## src/rtl/fetch_decode_unit.sv

```systemverilog
// Fetch/decode stage: owns the PC and the IF/ID register, resolves J in-stage,
// takes branch redirects from EX, and parks in a sticky HALT on the END word.
module fetch_decode_unit #(
  parameter int              PC_W     = 32,
  parameter logic [PC_W-1:0] RESET_PC = '0,
  parameter logic [31:0]     NOP_WORD = 32'hF800_0000,
  parameter logic [31:0]     END_WORD = 32'hFFFF_FFFF,
  parameter logic [4:0]      J_OPCODE = 5'd16,
  parameter int              CNT_W    = 16
) (
  input  logic             clk,
  input  logic             rst,
  input  logic             stall,
  input  logic             br_taken,
  input  logic [PC_W-1:0]  br_target,
  output logic [PC_W-1:0]  imem_addr,
  input  logic [31:0]      imem_data,
  output logic [31:0]      instr,
  output logic [4:0]       opcode,
  output logic [4:0]       rd,
  output logic [4:0]       rs,
  output logic [4:0]       rt,
  output logic [16:0]      imm,
  output logic [PC_W-1:0]  jaddr,
  output logic [PC_W-1:0]  pc_out,
  output logic [PC_W-1:0]  next_pc,
  output logic             valid,
  output logic             halted,
  output logic [CNT_W-1:0] fetch_cnt
);

  typedef enum logic {RUN, HALT} state_t;

  typedef struct packed {
    logic [31:0]     instr;
    logic [PC_W-1:0] pc;
    logic            valid;
  } ifid_t;

  state_t            state_q, state_d;
  logic [PC_W-1:0]   pc_q, pc_d;
  ifid_t             ifid_q, ifid_d;
  logic              halted_q, halted_d;
  logic [CNT_W-1:0]  cnt_q, cnt_d;

  // 27-bit jump field zero-extended, or truncated when PC_W is narrower
  logic [63:0]       jfetch_ext, jout_ext;
  logic [PC_W-1:0]   jfetch;

  assign jfetch_ext = {37'd0, imem_data[26:0]};
  assign jout_ext   = {37'd0, ifid_q.instr[26:0]};
  assign jfetch     = jfetch_ext[PC_W-1:0];

  always_ff @(posedge clk) begin
    if (rst) begin
      state_q  <= RUN;
      pc_q     <= RESET_PC;
      ifid_q   <= '{instr: NOP_WORD, pc: RESET_PC, valid: 1'b0};
      halted_q <= 1'b0;
      cnt_q    <= '0;
    end else begin
      state_q  <= state_d;
      pc_q     <= pc_d;
      ifid_q   <= ifid_d;
      halted_q <= halted_d;
      cnt_q    <= cnt_d;
    end
  end

  always_comb begin
    state_d  = state_q;
    pc_d     = pc_q;
    ifid_d   = ifid_q;
    halted_d = halted_q;
    cnt_d    = cnt_q;
    case (state_q)
      RUN: begin
        if (br_taken) begin
          // redirect wins over stall and END; the word in flight is dropped
          pc_d         = br_target;
          ifid_d.instr = NOP_WORD;
          ifid_d.valid = 1'b0;
        end else if (stall) begin
          pc_d = pc_q;
        end else if (imem_data == END_WORD) begin
          state_d      = HALT;
          halted_d     = 1'b1;
          ifid_d.instr = NOP_WORD;
          ifid_d.valid = 1'b0;
        end else begin
          ifid_d.instr = imem_data;
          ifid_d.pc    = pc_q;
          ifid_d.valid = 1'b1;
          cnt_d        = (&cnt_q) ? cnt_q : cnt_q + CNT_W'(1);
          pc_d         = (imem_data[31:27] == J_OPCODE) ? jfetch : pc_q + PC_W'(1);
        end
      end
      HALT: begin
        ifid_d.instr = NOP_WORD;
        ifid_d.valid = 1'b0;
        halted_d     = 1'b1;
      end
      default: state_d = RUN;
    endcase
  end

  assign imem_addr = pc_q;
  assign next_pc   = rst ? RESET_PC : pc_d;
  assign instr     = ifid_q.instr;
  assign opcode    = ifid_q.instr[31:27];
  assign rd        = ifid_q.instr[26:22];
  assign rs        = ifid_q.instr[21:17];
  assign rt        = ifid_q.instr[16:12];
  assign imm       = ifid_q.instr[16:0];
  assign jaddr     = jout_ext[PC_W-1:0];
  assign pc_out    = ifid_q.pc;
  assign valid     = ifid_q.valid;
  assign halted    = halted_q;
  assign fetch_cnt = cnt_q;

endmodule

```

## config.mk

```make
export PLATFORM = sky130hd
export DESIGN_NAME = fetch_decode_unit
export DESIGN_NICKNAME = d
export VERILOG_FILES = /design/src/rtl/fetch_decode_unit.sv
export SDC_FILE = /design/constraint.sdc
export NUM_CORES = 1
export LEC_CHECK = 0
export ABC_AREA = 1
export CELL_PAD_IN_SITES_DETAIL_PLACEMENT = 1
export CELL_PAD_IN_SITES_GLOBAL_PLACEMENT = 2
export CORE_UTILIZATION = 20
export DETAILED_ROUTE_END_ITERATION = 7
export PLACE_DENSITY = 0.74
export SLEW_MARGIN = 40
export SYNTH_ARGS = -nofsm -noshare
export SYNTH_HDL_FRONTEND = slang
export SYNTH_SLANG_ARGS = --single-unit
```

## constraint.sdc

```tcl
create_clock -name clk -period 2.16 [get_ports clk]
set_clock_uncertainty 0.15 [all_clocks]
set_input_delay 0.54 -clock clk [delete_from_list [all_inputs] [get_ports clk]]
set_output_delay 0.54 -clock clk [all_outputs]
set_load 0.005 [all_outputs]
```

==> results.tsv <==
stage	metric	value	unit
setup_path	Worst EP required	1470	ps
timing	period utilization	139	%
floorplan	Die Area	33000	µm²
floorplan	Site Rows	65	
timing	Hold Vio Cnt, Final	0	
clocking	Clock Latency Late Sink	430	ps
floorplan	num ports	283	
timing	Peak Freq	0.334	GHz
synthesis	ys async rst share	0	%
setup_path	WP data arrival	2310	ps
floorplan	initial core utilization	20.4	%
detailed_routing	total number of vias	8016	
cells_and_area	Final Cell Area	12200	µm²
detailed_routing	DR iter-0 viols	245	
power	Comb power frac	21.8	%
global_route	met3 usage	4.77	%
floorplan	CORE AREA	31600	µm²
setup_path	Worst Path Max Fanout	6	
floorplan	Die Wd	182	µm
synthesis	Yosys warning total	0	
setup_path	Crit. End Element	output pin	
synthesis	post-synthesis register bit count	115	
global_route	met1 usage	24.1	%
timing	fin crit period	3000	ps
power	Max VDD drop	0.509	mV
detailed_routing	drt pass-1 iters	4	
place	Post-DP Area	10600	µm²
detailed_routing	drc violations	0	
power	Power Total	6.74	mW
detailed_routing	Routed WL	32600	µm
min_path	Hold WC Path Type	in -> reg	
global_route	first-pass GRT wire length	48500	µm
power	Pleak	5.01	nW
synthesis	post-synthesis cell type count	40	
place	Detailed Place HPWL	23800	µm
clocking	total CTS buffers	17	
clocking	Bufs on Longest Clock Path	2	
detailed_routing	Final ANT Viol Nets	0	
timing	worst rel slew slack	66.5	%
status	status	finished, violations left	
global_route	number of global-route vias before repair	8112	
synthesis	ranking of synthesized cells by area	dfxtp_1 36%, nand2_1 12%, a21oi_1 8.2%	
synthesis	Post-synth EDFFs	0	
setup_path	CP peak stage delay	390	ps
timing	worst setup margin	-837	ps
synthesis	synthesized instance count	938	
detailed_routing	drt wl/cell	18.3	µm
synthesis	most used flip-flop cell after synthesis	dfxtp_1	
power	Clk pwr share	43.5	%
cells_and_area	Area Growth Syn to Fin	88.7	%
global_route	GRT Total Usage	19.3	%
place	RePlAce Congestion	0.822	
flow_run	max-cap viol count	0	
floorplan	Die Ht	182	µm
cells_and_area	final net count	1433	
global_route	pin count of the biggest net entering global routing	71	
setup_path	cells along the critical path	nand2_2 > buf_4 > nor2_4 > nand2_2 > buf_12 > nor2_4 > buf_12 > buf_4 > xnor2_1 > o21ai_1 > o21ai_1 > a21oi_2 > buf_2	
timing	fin. max-slew vios	0	
global_route	gr ovfl total	0	
setup_path	startpoint types	register	
detailed_routing	Vias/cell	4.51	
global_route	met2 Use GR	33.1	%
setup_path	CP max stage cell	dfxtp_4	
timing	RSZ-0062 raised after global routing	yes	
power	P_int	4.81	mW
clocking	clock root buffer	clkbuf_16	
power	Sw Pwr	1.92	mW
timing	Setup TNS	-20820	ps
synthesis	top-area cell type share of the netlist area	35.6	%
power	power per cell area	553	nW/µm²
clocking	Clock Sinks	115	
synthesis	post-synthesis sequential area ratio	35.6	%
cells_and_area	layout cells sized above 1	38.0	%
global_route	initial antenna violation count	1	
synthesis	Post-Syn Area per Cell	6.89	µm²
place	Port Buf Inserts	277	
synthesis	mapped cell area	6460	µm²
setup_path	delay-heaviest family, CP	buffers and inverters	
power	Seq pwr share	34.7	%
clocking	H-tree Lvls	4	
setup_path	kind of critical path	reg -> out	
status	failing checks	setup timing	
setup_path	Buffers & Inverters on Critical Path	5	
timing	worst-margin pin slew	502	ps
global_route	GRT busiest layer	met2	
timing	final setup violation count	32	
synthesis	Synth area leader	dfxtp_1	
clocking	CTS tree	yes	
cells_and_area	# fillers	3802	
power	switching part of the total	28.5	%
setup_path	Register-to-Register Setup Slack	20	ps
clocking	clk slew on worst S/H paths	60	ps
cells by family (layout without fill, tap and decap cells):
group / count (synthesis) / count (layout) / synth area share (%)
AO/OA/AOI/OAI: 231 / 231 / 20.2
XOR/XNOR: 21 / 21 / 2.85
adder cells (fa/ha/maj): 2 / 2 / 0.387
buffers and inverters: 163 / 595 / 13.9
flip-flops: 115 / 115 / 35.6
other: 1 / 6 / 0.0581
AND/OR/NAND/NOR: 405 / 407 / 26.9
final timing paths:
path                                       to     startpoint  depth (start not counted)
worst min-delay path                instr[30]  imem_data[30]                          3
worst min register to register          valid          valid                          2
worst max register to register  imem_addr[26]   imem_addr[1]                         16
worst max-delay path              next_pc[15]   imem_addr[1]                         13
placed cells by master, fill, tap and decap left out, types with 22 or more instances in the layout:
master	instances
o21ai_1	22
inv_1	33
dfxtp_2	26
clkdlybuf4s50_1	199
a21oi_2	32
buf_6	56
buf_4	184
o221ai_1	25
o21ai_0	39
a21oi_1	77
buf_2	43
nand2_2	29
nor2_1	96
nand2_1	178
dfxtp_1	81
nand3_1	25
cell type report:
cell class / count / area (µm²) / area share (%)
Antenna cell: 1 / 2.50 / 0.0205
Clock buffer: 23 / 479 / 3.93
Clock inverter: 9 / 103 / 0.842
Inverter: 48 / 216 / 1.78
Multi-Input combinational cell: 666 / 3820 / 31.4
Sequential cell: 115 / 2360 / 19.4
Tap cell: 402 / 503 / 4.13
Timing Repair Buffer: 514 / 4690 / 38.4
Timing Repair inverter: 1 / 11.3 / 0.0924
timing repair:
item                                    in CTS  in global routing
hold buffers                                 0                  0
endpoints found under the setup margin     164                 59
cloned                                       3                  1
setup buffers                               50                 17
resized for setup                          415                116
pin swaps                                   84                 57
per-stage QoR:
step / util [%] / hold slack [ps] / worst slack [ps] / std cells
6_report: 38.5 / 212 / -837 / 1779
5_1_grt: 38.5 / 221 / -953 / 1778
2_1_floorplan: - / 301 / -98.3 / 942
3_3_place_gp: 33.4 / 312 / -1520 / 1682
4_1_cts: 37.0 / 180 / -786 / 1764
3_5_place_dp: 33.4 / 327 / -1530 / 1682
registers in the layout (all words and copies together), names as in the netlist:
name / flops
state_q: 1
halted: 1
instr: 32
fetch_cnt: 16
valid: 1
pc_out: 32
imem_addr: 32
Yosys cell counts (2+ instances only):
master    number
o21ai_0       70
nand4_1        8
buf_2         10
a21oi_1      106
ha_1           2
xor2_1        12
nand3_1       35
clkbuf_1      31
nor2_4         7
buf_1          2
a21oi_2        3
nand2_4        2
xnor2_1        9
a211oi_1       3
nor2_1       115
inv_2          4
or2_2          6
o211ai_1       5
nand2_1      212
o221ai_1      25
nor3_1         9
inv_1         43
nand2_2        2
o22ai_1       12
dfxtp_1      115
buf_4         69
o21ai_1        3
nor4_1         4
buf_6          2
nor2_2         2
worst register-to-register path, delay by kind of cell, from the launching register on:
kind / cells / cell delay (ps)
flops: 1 / 390
compound gates: 2 / 130
simple gates: 8 / 700
fa+ha+maj: 1 / 170
buf+inv: 5 / 490
metal layers:
metal | part of all wire (%) | vias to the layer above
met2 | 49 | 226
met1 | 44 | 3834
met4 | 1.2 | 0
li1 | - | 3929
met3 | 5.7 | 27
met5 | 0 | -
power by group through the flow:
stage | clock (mW) | sequential [mW] | combinational (mW)
2_1_floorplan | 0 | 2.39 | 0.454
3_3_place_gp | 0 | 2.37 | 1.35
3_5_place_dp | 0 | 2.37 | 1.36
4_1_cts | 3.01 | 2.34 | 1.42
5_1_grt | 3.10 | 2.35 | 1.58
6_report | 2.93 | 2.34 | 1.47
(Power assumes the default switching activity.)
